===== src/rtl/alu_cmd_sequencer.sv =====
`timescale 1ns/1ps
`default_nettype none
// ============================================================================
// Module   : alu_cmd_sequencer
// Summary  : Builds ALU requests from UART RX bytes and sends the result back
//            over UART TX. Optional checksum byte: ALU_CMD_CHECKSUM_EN.
// Revision : 1.0 - initial release
// ============================================================================
module alu_cmd_sequencer #(
    parameter int WIDTH          = 32,
    parameter int NUM_OPS        = 8,
    parameter int TIMEOUT_CYCLES = 28000
) (
    input  logic             clk_i,
    input  logic             rst_ni,
    input  logic [7:0]       rx_data_i,
    input  logic             rx_valid_i,
    output logic [7:0]       tx_data_o,
    output logic             tx_valid_o,
    input  logic             tx_ready_i,
    output logic [7:0]       alu_op_o,
    output logic [WIDTH-1:0] alu_a_o,
    output logic [WIDTH-1:0] alu_b_o,
    output logic             alu_valid_o,
    input  logic             alu_ready_i,
    input  logic [WIDTH-1:0] alu_res_i,
    input  logic             alu_res_valid_i,
    output logic             busy_o,
    output logic             overrun_o
);

    localparam int BYTES = WIDTH / 8;
    localparam int CNT_W = (BYTES > 1) ? $clog2(BYTES) : 1;
    localparam int TMR_W = $clog2(TIMEOUT_CYCLES);
    localparam logic [CNT_W-1:0] c_last_byte = CNT_W'(BYTES - 1);
    localparam logic [TMR_W-1:0] c_tmr_last  = TMR_W'(TIMEOUT_CYCLES - 1);
    localparam logic [7:0]       c_err_byte  = 8'hEE;

    typedef enum logic [2:0] {
        S_IDLE     = 3'd0,
        S_RECV_A   = 3'd1,
        S_RECV_B   = 3'd2,
        S_RECV_CK  = 3'd3,
        S_DISPATCH = 3'd4,
        S_WAIT_RES = 3'd5,
        S_SEND     = 3'd6,
        S_ERR      = 3'd7
    } state_t;

    state_t             r_state;
    state_t             w_next;
    logic [7:0]         r_op;
    logic [WIDTH-1:0]   r_a;
    logic [WIDTH-1:0]   r_b;
    logic [WIDTH-1:0]   r_res;
    logic [CNT_W-1:0]   r_cnt;
    logic [TMR_W-1:0]   r_timer;
    logic               r_overrun;
`ifdef ALU_CMD_CHECKSUM_EN
    logic [7:0]         r_ck;
`endif

    logic w_recv;
    logic w_last;
    logic w_timeout;
    logic w_op_bad;
    logic w_drop;

    assign w_recv    = (r_state == S_RECV_A) || (r_state == S_RECV_B) || (r_state == S_RECV_CK);
    assign w_last    = (r_cnt == c_last_byte);
    // A byte landing on the expiry cycle takes priority over the timeout.
    assign w_timeout = w_recv && !rx_valid_i && (r_timer == c_tmr_last);
    assign w_op_bad  = (32'(r_op) >= 32'(NUM_OPS));
    assign w_drop    = (r_state == S_DISPATCH) || (r_state == S_WAIT_RES) ||
                       (r_state == S_SEND)     || (r_state == S_ERR);

    always_ff @(posedge clk_i or negedge rst_ni) begin
        if (!rst_ni) r_state <= S_IDLE;
        else         r_state <= w_next;
    end

    always_comb begin
        w_next = r_state;
        case (r_state)
            S_IDLE:     if (rx_valid_i) w_next = S_RECV_A;
            S_RECV_A: begin
                if (rx_valid_i && w_last) w_next = S_RECV_B;
                else if (w_timeout)       w_next = S_IDLE;
            end
            S_RECV_B: begin
                if (rx_valid_i && w_last) begin
`ifdef ALU_CMD_CHECKSUM_EN
                    w_next = S_RECV_CK;
`else
                    w_next = w_op_bad ? S_ERR : S_DISPATCH;
`endif
                end else if (w_timeout) begin
                    w_next = S_IDLE;
                end
            end
`ifdef ALU_CMD_CHECKSUM_EN
            S_RECV_CK: begin
                if (rx_valid_i)
                    w_next = ((r_ck != rx_data_i) || w_op_bad) ? S_ERR : S_DISPATCH;
                else if (w_timeout)
                    w_next = S_IDLE;
            end
`endif
            S_DISPATCH: if (alu_ready_i)             w_next = S_WAIT_RES;
            S_WAIT_RES: if (alu_res_valid_i)         w_next = S_SEND;
            S_SEND:     if (tx_ready_i && w_last)    w_next = S_IDLE;
            S_ERR:      if (tx_ready_i)              w_next = S_IDLE;
            default:                                 w_next = S_IDLE;
        endcase
    end

    always_ff @(posedge clk_i or negedge rst_ni) begin
        if (!rst_ni) begin
            r_op      <= '0;
            r_a       <= '0;
            r_b       <= '0;
            r_res     <= '0;
            r_cnt     <= '0;
            r_timer   <= '0;
            r_overrun <= 1'b0;
`ifdef ALU_CMD_CHECKSUM_EN
            r_ck      <= '0;
`endif
        end else begin
            if (rx_valid_i && w_drop) r_overrun <= 1'b1;

            if (w_recv) r_timer <= rx_valid_i ? '0 : r_timer + 1'b1;
            else        r_timer <= '0;

            case (r_state)
                S_IDLE: begin
                    if (rx_valid_i) begin
                        r_op  <= rx_data_i;
                        r_cnt <= '0;
`ifdef ALU_CMD_CHECKSUM_EN
                        r_ck  <= rx_data_i;
`endif
                    end
                end
                S_RECV_A, S_RECV_B: begin
                    if (rx_valid_i) begin
                        if (r_state == S_RECV_A) r_a[{r_cnt, 3'b000} +: 8] <= rx_data_i;
                        else                     r_b[{r_cnt, 3'b000} +: 8] <= rx_data_i;
                        r_cnt <= w_last ? '0 : r_cnt + 1'b1;
`ifdef ALU_CMD_CHECKSUM_EN
                        r_ck  <= r_ck ^ rx_data_i;
`endif
                    end
                end
                S_WAIT_RES: begin
                    if (alu_res_valid_i) begin
                        r_res <= alu_res_i;
                        r_cnt <= '0;
                    end
                end
                S_SEND: begin
                    // Result drains LSB-first; the low byte is always on the wire.
                    if (tx_ready_i) begin
                        r_res <= r_res >> 8;
                        r_cnt <= r_cnt + 1'b1;
                    end
                end
                default: ;
            endcase
        end
    end

    assign alu_op_o    = r_op;
    assign alu_a_o     = r_a;
    assign alu_b_o     = r_b;
    assign alu_valid_o = (r_state == S_DISPATCH);
    assign tx_valid_o  = (r_state == S_SEND) || (r_state == S_ERR);
    assign tx_data_o   = (r_state == S_SEND) ? r_res[7:0] :
                         (r_state == S_ERR)  ? c_err_byte : 8'h00;
    assign busy_o      = (r_state != S_IDLE);
    assign overrun_o   = r_overrun;

endmodule
`default_nettype wire


===== config.mk =====
export PLATFORM = sky130hd
export DESIGN_NAME = alu_cmd_sequencer
export DESIGN_NICKNAME = d
export VERILOG_FILES = /design/src/rtl/alu_cmd_sequencer.sv
export SDC_FILE = /design/constraint.sdc
export NUM_CORES = 1
export LEC_CHECK = 0
export ABC_AREA = 1
export ABC_CLOCK_PERIOD_IN_PS = 3400
export CORE_AREA = 2 2 133 135
export DETAILED_ROUTE_END_ITERATION = 10
export DIE_AREA = 0 0 135 137
export PLACE_DENSITY = 0.56
export RECOVER_POWER = 100
export SLEW_MARGIN = 20
export SYNTH_ARGS = -nofsm -noshare
export SYNTH_HDL_FRONTEND = slang
export SYNTH_SLANG_ARGS = --single-unit
export TNS_END_PERCENT = 100

===== constraint.sdc =====
create_clock -name clk_i -period 3.4 [get_ports clk_i]
set_clock_uncertainty 0.15 [all_clocks]
set_input_delay 0.68 -clock clk_i [delete_from_list [all_inputs] [get_ports clk_i]]
set_output_delay 0.68 -clock clk_i [all_outputs]
set_load 0.02 [all_outputs]

======== Yosys cells after proc, flatten, opt, wreduce, memory -nomap -nowiden ========
Index checks and enable logic that the tools add are counted.
cells by class
  reduce and logical (&&, ||, !) cells .... 23
  equality and inequality tests ........... 16
  add/subtract/negate cells ............... 3
  muxes and demuxes ....................... 25
  bitwise logic cells ..................... 1
  order comparisons ....................... 1
  shift operators ......................... 2
operators by type and width
  operator                                                                              number
  32-bit bitwise mux                                                                    2
  32-bit 2-to-1 mux                                                                     2
  32-bit case mux with 2 select lines                                                   1
  8-bit by 7-bit variable shift with 32-bit output (first input constant)               1
  8-bit by 7-bit variable part select with 32-bit output                                1
  15-bit 2-to-1 mux                                                                     2
  3-bit 2-to-1 mux                                                                      8
  3-bit case mux with 7 select lines                                                    1
  8-bit 2-to-1 mux                                                                      2
  15-bit by 1-bit adder with 15-bit output (second input constant)                      1
  15-bit == test (second input constant)                                                1
  3-bit == test (second input constant)                                                 4
  2-bit 2-to-1 mux                                                                      6
  2-bit != test (second input constant)                                                 5
  5-bit AND reduction                                                                   2
  3-bit AND reduction                                                                   3
  8-bit by 4-bit greater-or-equal comparator with 1-bit output (second input constant)  1
  2-bit case mux with 4 select lines                                                    1
  5-bit negation with 7-bit output                                                      1
  3-bit by 2-bit == test with 1-bit output (second input constant)                      2
  1-bit logical OR                                                                      6
  1-bit logical AND                                                                     5
  2-bit by 1-bit != test with 1-bit output (second input constant)                      2
  4-bit nonzero test                                                                    1
  10 further kinds                                                                      10
storage, ports and cells
  output and inout bits ................... 84
  word-level logic and storage cells ...... 79
  register bits after elaboration ......... 125
  input port bits ......................... 46

======== Logic depth before layout (Yosys ltp) ========
  depth in word-level cells ............... 8
  gate-level depth with buffers ........... 12
  mapped depth without buffers ............ 11

======== Worst setup path before layout ========
OpenSTA, ideal clock, no wires.
  path kind ............................... register -> output
  from .................................... register r_state[0]
  to ...................................... output port tx_data_o[1]
  path slack .............................. 980 ps
  data required time ...................... 2570 ps
  data arrival time ....................... 1590 ps
  path buffers ............................ 2
  cell stages (with the launch flop) ...... 8
  cells stage by stage .................... dfrtp_1 inv_2 nand2_1 nor2_1 inv_1 buf_4 buf_2 o21ai_0
between the ends
  longest elaborated chain between the ends .. 3
  elaborated cells on any way between the ends .. 4
  classes of those cells .................. eq/ne: 2; mux: 2
ends and longest elaborated chain
  element                 RTL line  RTL
  from (decl)             50        state_t r_state;
  from (signal assigned)  79        else r_state <= w_next;
  3-bit == test           179       (r_state == S_ERR) ? c_err_byte : 8'h00;
  8-bit 2-to-1 mux        179
  8-bit 2-to-1 mux *      178       assign tx_data_o = (r_state == S_SEND) ? r_res[7:0] :
  to (decl)               18        output logic [7:0] tx_data_o,
Every way passes the cells marked *; elsewhere a longest branch is shown, timed or not.

======== Final worst setup path ========
  from .................................... register r_state[1]
  to ...................................... output port tx_data_o[3]
The elaborated chain is that of the path after synthesis.

==> metrics <==
result of the run=finished, final reports clean; share of Yosys cell area claimed by the top area cell type=a little over half; residual antenna-violating net count after detailed routing=0; Root Buffer=clkbuf_16; DRT iter0 DRCs=around 250; critical register-to-register path startpoint=r_state[0]; final count of pins violating max slew=0; required time of the worst setup path=~2.6 ns; HPWL after detailed placement=about 11 mm; total I/O pin count=130; global route overflow=0; Final Cycle Share=about 94%; first-pass iteration count of the detailed router=5; Sinks on Clock Net=around 130; post-synth design cell area=between 5000 and 6000 sq um; startpoint-to-endpoint class of the critical path=reg2out; Hold Vio Cnt, Final=0; ordered cell list for the critical path=inv_1 > nor3_1 > inv_1 > o21ai_0 > dlygate4sd3_1; Worst Setup End Kind=output pin; critical hold path startpoint=r_timer[0]; Detailed Route WL=between 10 and 15 mm; number of antenna violations at the first check in global routing=0; Core ar.=17100 sq um; area growth from synthesis to layout=32.7%; proportion of layout cells with a drive suffix above 1=between 10 and 15%; simple-gate area share of the yosys netlist=between 15 and 20%; most frequent standard cell in the layout excluding fill and tap cells=dfrtp_1; number of CTS-inserted buffers=17; origin of the worst setup path=r_state[1]; clock tree from TritonCTS=done; endpoints failing setup=0; H-tree Lvls=4; routed vias/inst=around 4.7; x dimension of the die=about 140 um; synthesized instance count=just under 600; leading cell types by total area after synthesis=dfrtp_1 (53%), mux2_2 (11%), nand2_1 (6.3%); cell family with the largest share of critical-path delay=buffers and inverters; Cell variety after synth=28; startpoint types=flip-flop; Post CTS Setup Buffer Count=0; Ant. Diodes=0; routed length per placed instance=around 15 um; leakage=about 3.9 nW; class of the worst hold path=reg2reg; number of standard-cell rows in the floorplan=48; count of state elements after synthesis=125; vias in the first global route=about 4.8k; slowest cell on the critical path=dlygate4sd3_1; mean instance size in the synthesized netlist=around 9.9 sq um; Layout Cell Area excl Fill=between 7000 and 8000 sq um; final total negative setup slack=0 ns; count of fill cells added during filler insertion=about 1.7k; count of yosys warnings during synthesis=0; largest incremental delay on the critical path=between 0.6 and 0.7 ns; Net Count, Synth=650; Initial Util=34.5%; proportion of synthesized chip area in sequential cells=roughly 53%; worst-skew pair later-pin latency=0.41 ns; count of hold buffers inserted by post-cts repair=0; setup repair after global routing missed its margin=no; cell type with the highest occurrence count on the critical path=inv_1; DIE HEIGHT=approximately 140 um; largest family of logic cells by synthesized area=simple AND/OR/NAND/NOR gates; actual slew at the worst max-slew pin=1.47 ns; Post-Synth XOR/XNOR Area=0%; cell type with the highest aggregate area in the netlist=dfrtp_1; area fraction in compound gates after synthesis=between 10% and 20%; largest voltage drop on the vdd net=between 400 and 500 uV; max-capacitance violation count=0; combined global-route utilization of all metal layers=between 10% and 20%; maximum net fanout on the critical path=8; post-cts sizing count=0; total power density per cell area=about 740 nW/um^2; post-detailed-route DRC marker count=0; global-route wire length before repair=23.7 mm; most used cells in the layout excluding fill and tap cells=dfrtp_1 (125), nand2_1 (99), dlygate4sd3_1 (83); I/O Buffers=~130; Net count, final=between 700 and 800; remaining max-slew budget at the tightest pin=2.15%; pin count of the biggest net entering global routing=between 50 and 60; Cell Area, Placed=7390 sq um; CP Buf/Inv Count=3; die area=around 18000 sq um; share of synthesized area spent on multiplexers=between 10% and 20%; Worst-path clk slew=roughly 0.05 ns; Clock Tree Buf Depth=2; data arrival time at the worst-slack endpoint=around 2.4 ns; Adder-Cell Fraction of Synth Area=1.49%; minimum clock period=3.20 ns; fmax=approximately 310 MHz; final weighted congestion in routability-driven placement=0.879; total number of vias=roughly 4.6k
==> cells in the mapped netlist <==
| cell type | count |
|---|---|
| dfrtp_1 | 125 |
| o21ai_0 | 52 |
| o21ai_1 | 1 |
| a21oi_2 | 1 |
| nand3_1 | 23 |
| nor2_1 | 49 |
| buf_2 | 6 |
| mux2_1 | 9 |
| inv_2 | 2 |
| nand2_1 | 99 |
| buf_4 | 1 |
| a21oi_1 | 14 |
| inv_1 | 73 |
| nor2_2 | 5 |
| nand2_2 | 1 |
| clkbuf_1 | 5 |
| mux2_2 | 55 |
| a21o_1 | 1 |
| nor2_4 | 4 |
| ha_1 | 7 |
| nand4_2 | 1 |
| nand3_2 | 3 |
| clkinv_1 | 1 |
| o21ai_2 | 32 |
| buf_6 | 7 |
| nand4_1 | 2 |
| nor3_1 | 17 |
| and2_4 | 1 |
==> registers in the layout (all words and copies together), names as in the netlist <==
signal     cells
alu_b_o       32
alu_op_o       8
r_timer       15
r_cnt          2
overrun_o      1
alu_a_o       32
r_state        3
r_res         32
==> stage by stage <==
step | cells | utilization (%) | power, mW | hold slack (ns) | setup WS [ns]
2_1_floorplan | 597 | - | 3.68 | 0.234 | 0.980
3_3_place_gp | 937 | 43.3 | 4.38 | 0.298 | 0.744
3_5_place_dp | 937 | 43.3 | 4.41 | 0.300 | 0.698
4_1_cts | 969 | 46.6 | 6.17 | 0.152 | 0.240
5_1_grt | 969 | 45.8 | 6.21 | 0.346 | 0.0606
6_report | 969 | 45.8 | 5.81 | 0.303 | 0.202
==> report_power, final <==
group / internal [mW] / switching, mW / total [mW]
sequential: 1.85 / 0.191 / 2.05
combinational: 0.744 / 1.30 / 2.05
clock: 1.04 / 0.674 / 1.72
total: 3.64 / 2.17 / 5.81
==> per-layer routing <==
metal | track usage (%) | wire length [um] | part of all wire, % | up-vias
met5 | 0 | 0 | 0 | -
met4 | 5.27 | 188 | 1.3 | 0
met3 | 5.52 | 903 | 6.2 | 16
met2 | 26.8 | 6900 | 47 | 129
met1 | 20.9 | 6570 | 45 | 2210
li1 | - | - | - | 2219
==> worst reg2reg max path: stages, from the launching register on <==
cell and delay [ns]:
dfrtp_1 0.44, inv_1 0.14, nand2_1 0.08, nor2_1 0.19, inv_1 0.18, clkbuf_2 0.60, nand2_1 0.21, and2_4 0.35
clkbuf_2 0.34, nand3_1 0.11, o21ai_0 0.11
==> logic make-up after synthesis <==
logic type                 Yosys count
AOI/OAI and AO/OA                  101
adders and majority gates            7
buffers and inverters               95
DFF                                125
muxes                               64
and+or+nand+nor                    205
==> worst paths after layout <==
check / cells past startpoint / end / slack (ns)
setup / recovery: 5 / tx_data_o[3] / 0.20
hold / removal: 1 / r_timer[0] / 0.30
setup reg to reg: 10 / r_res[31] / 0.41
hold reg to reg: 1 / r_timer[0] / 0.30
max in group asynchronous: 2 / r_timer[14] / 0.80
min in group asynchronous: 1 / r_res[6] / 0.35
==> final cells by class <==
| cell class | count | area, sq um | area share, % |
|---|---|---|---|
| Sequential cell | 125 | 3130 | 40.0 |
| Multi-Input combinational cell | 377 | 2230 | 28.5 |
| Timing Repair Buffer | 134 | 1330 | 17.0 |
| Clock buffer | 19 | 453 | 5.80 |
| Inverter | 76 | 285 | 3.65 |
| Tap cell | 225 | 282 | 3.60 |
| Clock inverter | 13 | 115 | 1.47 |
No activity file was read; power rests on OpenSTA's default activity.
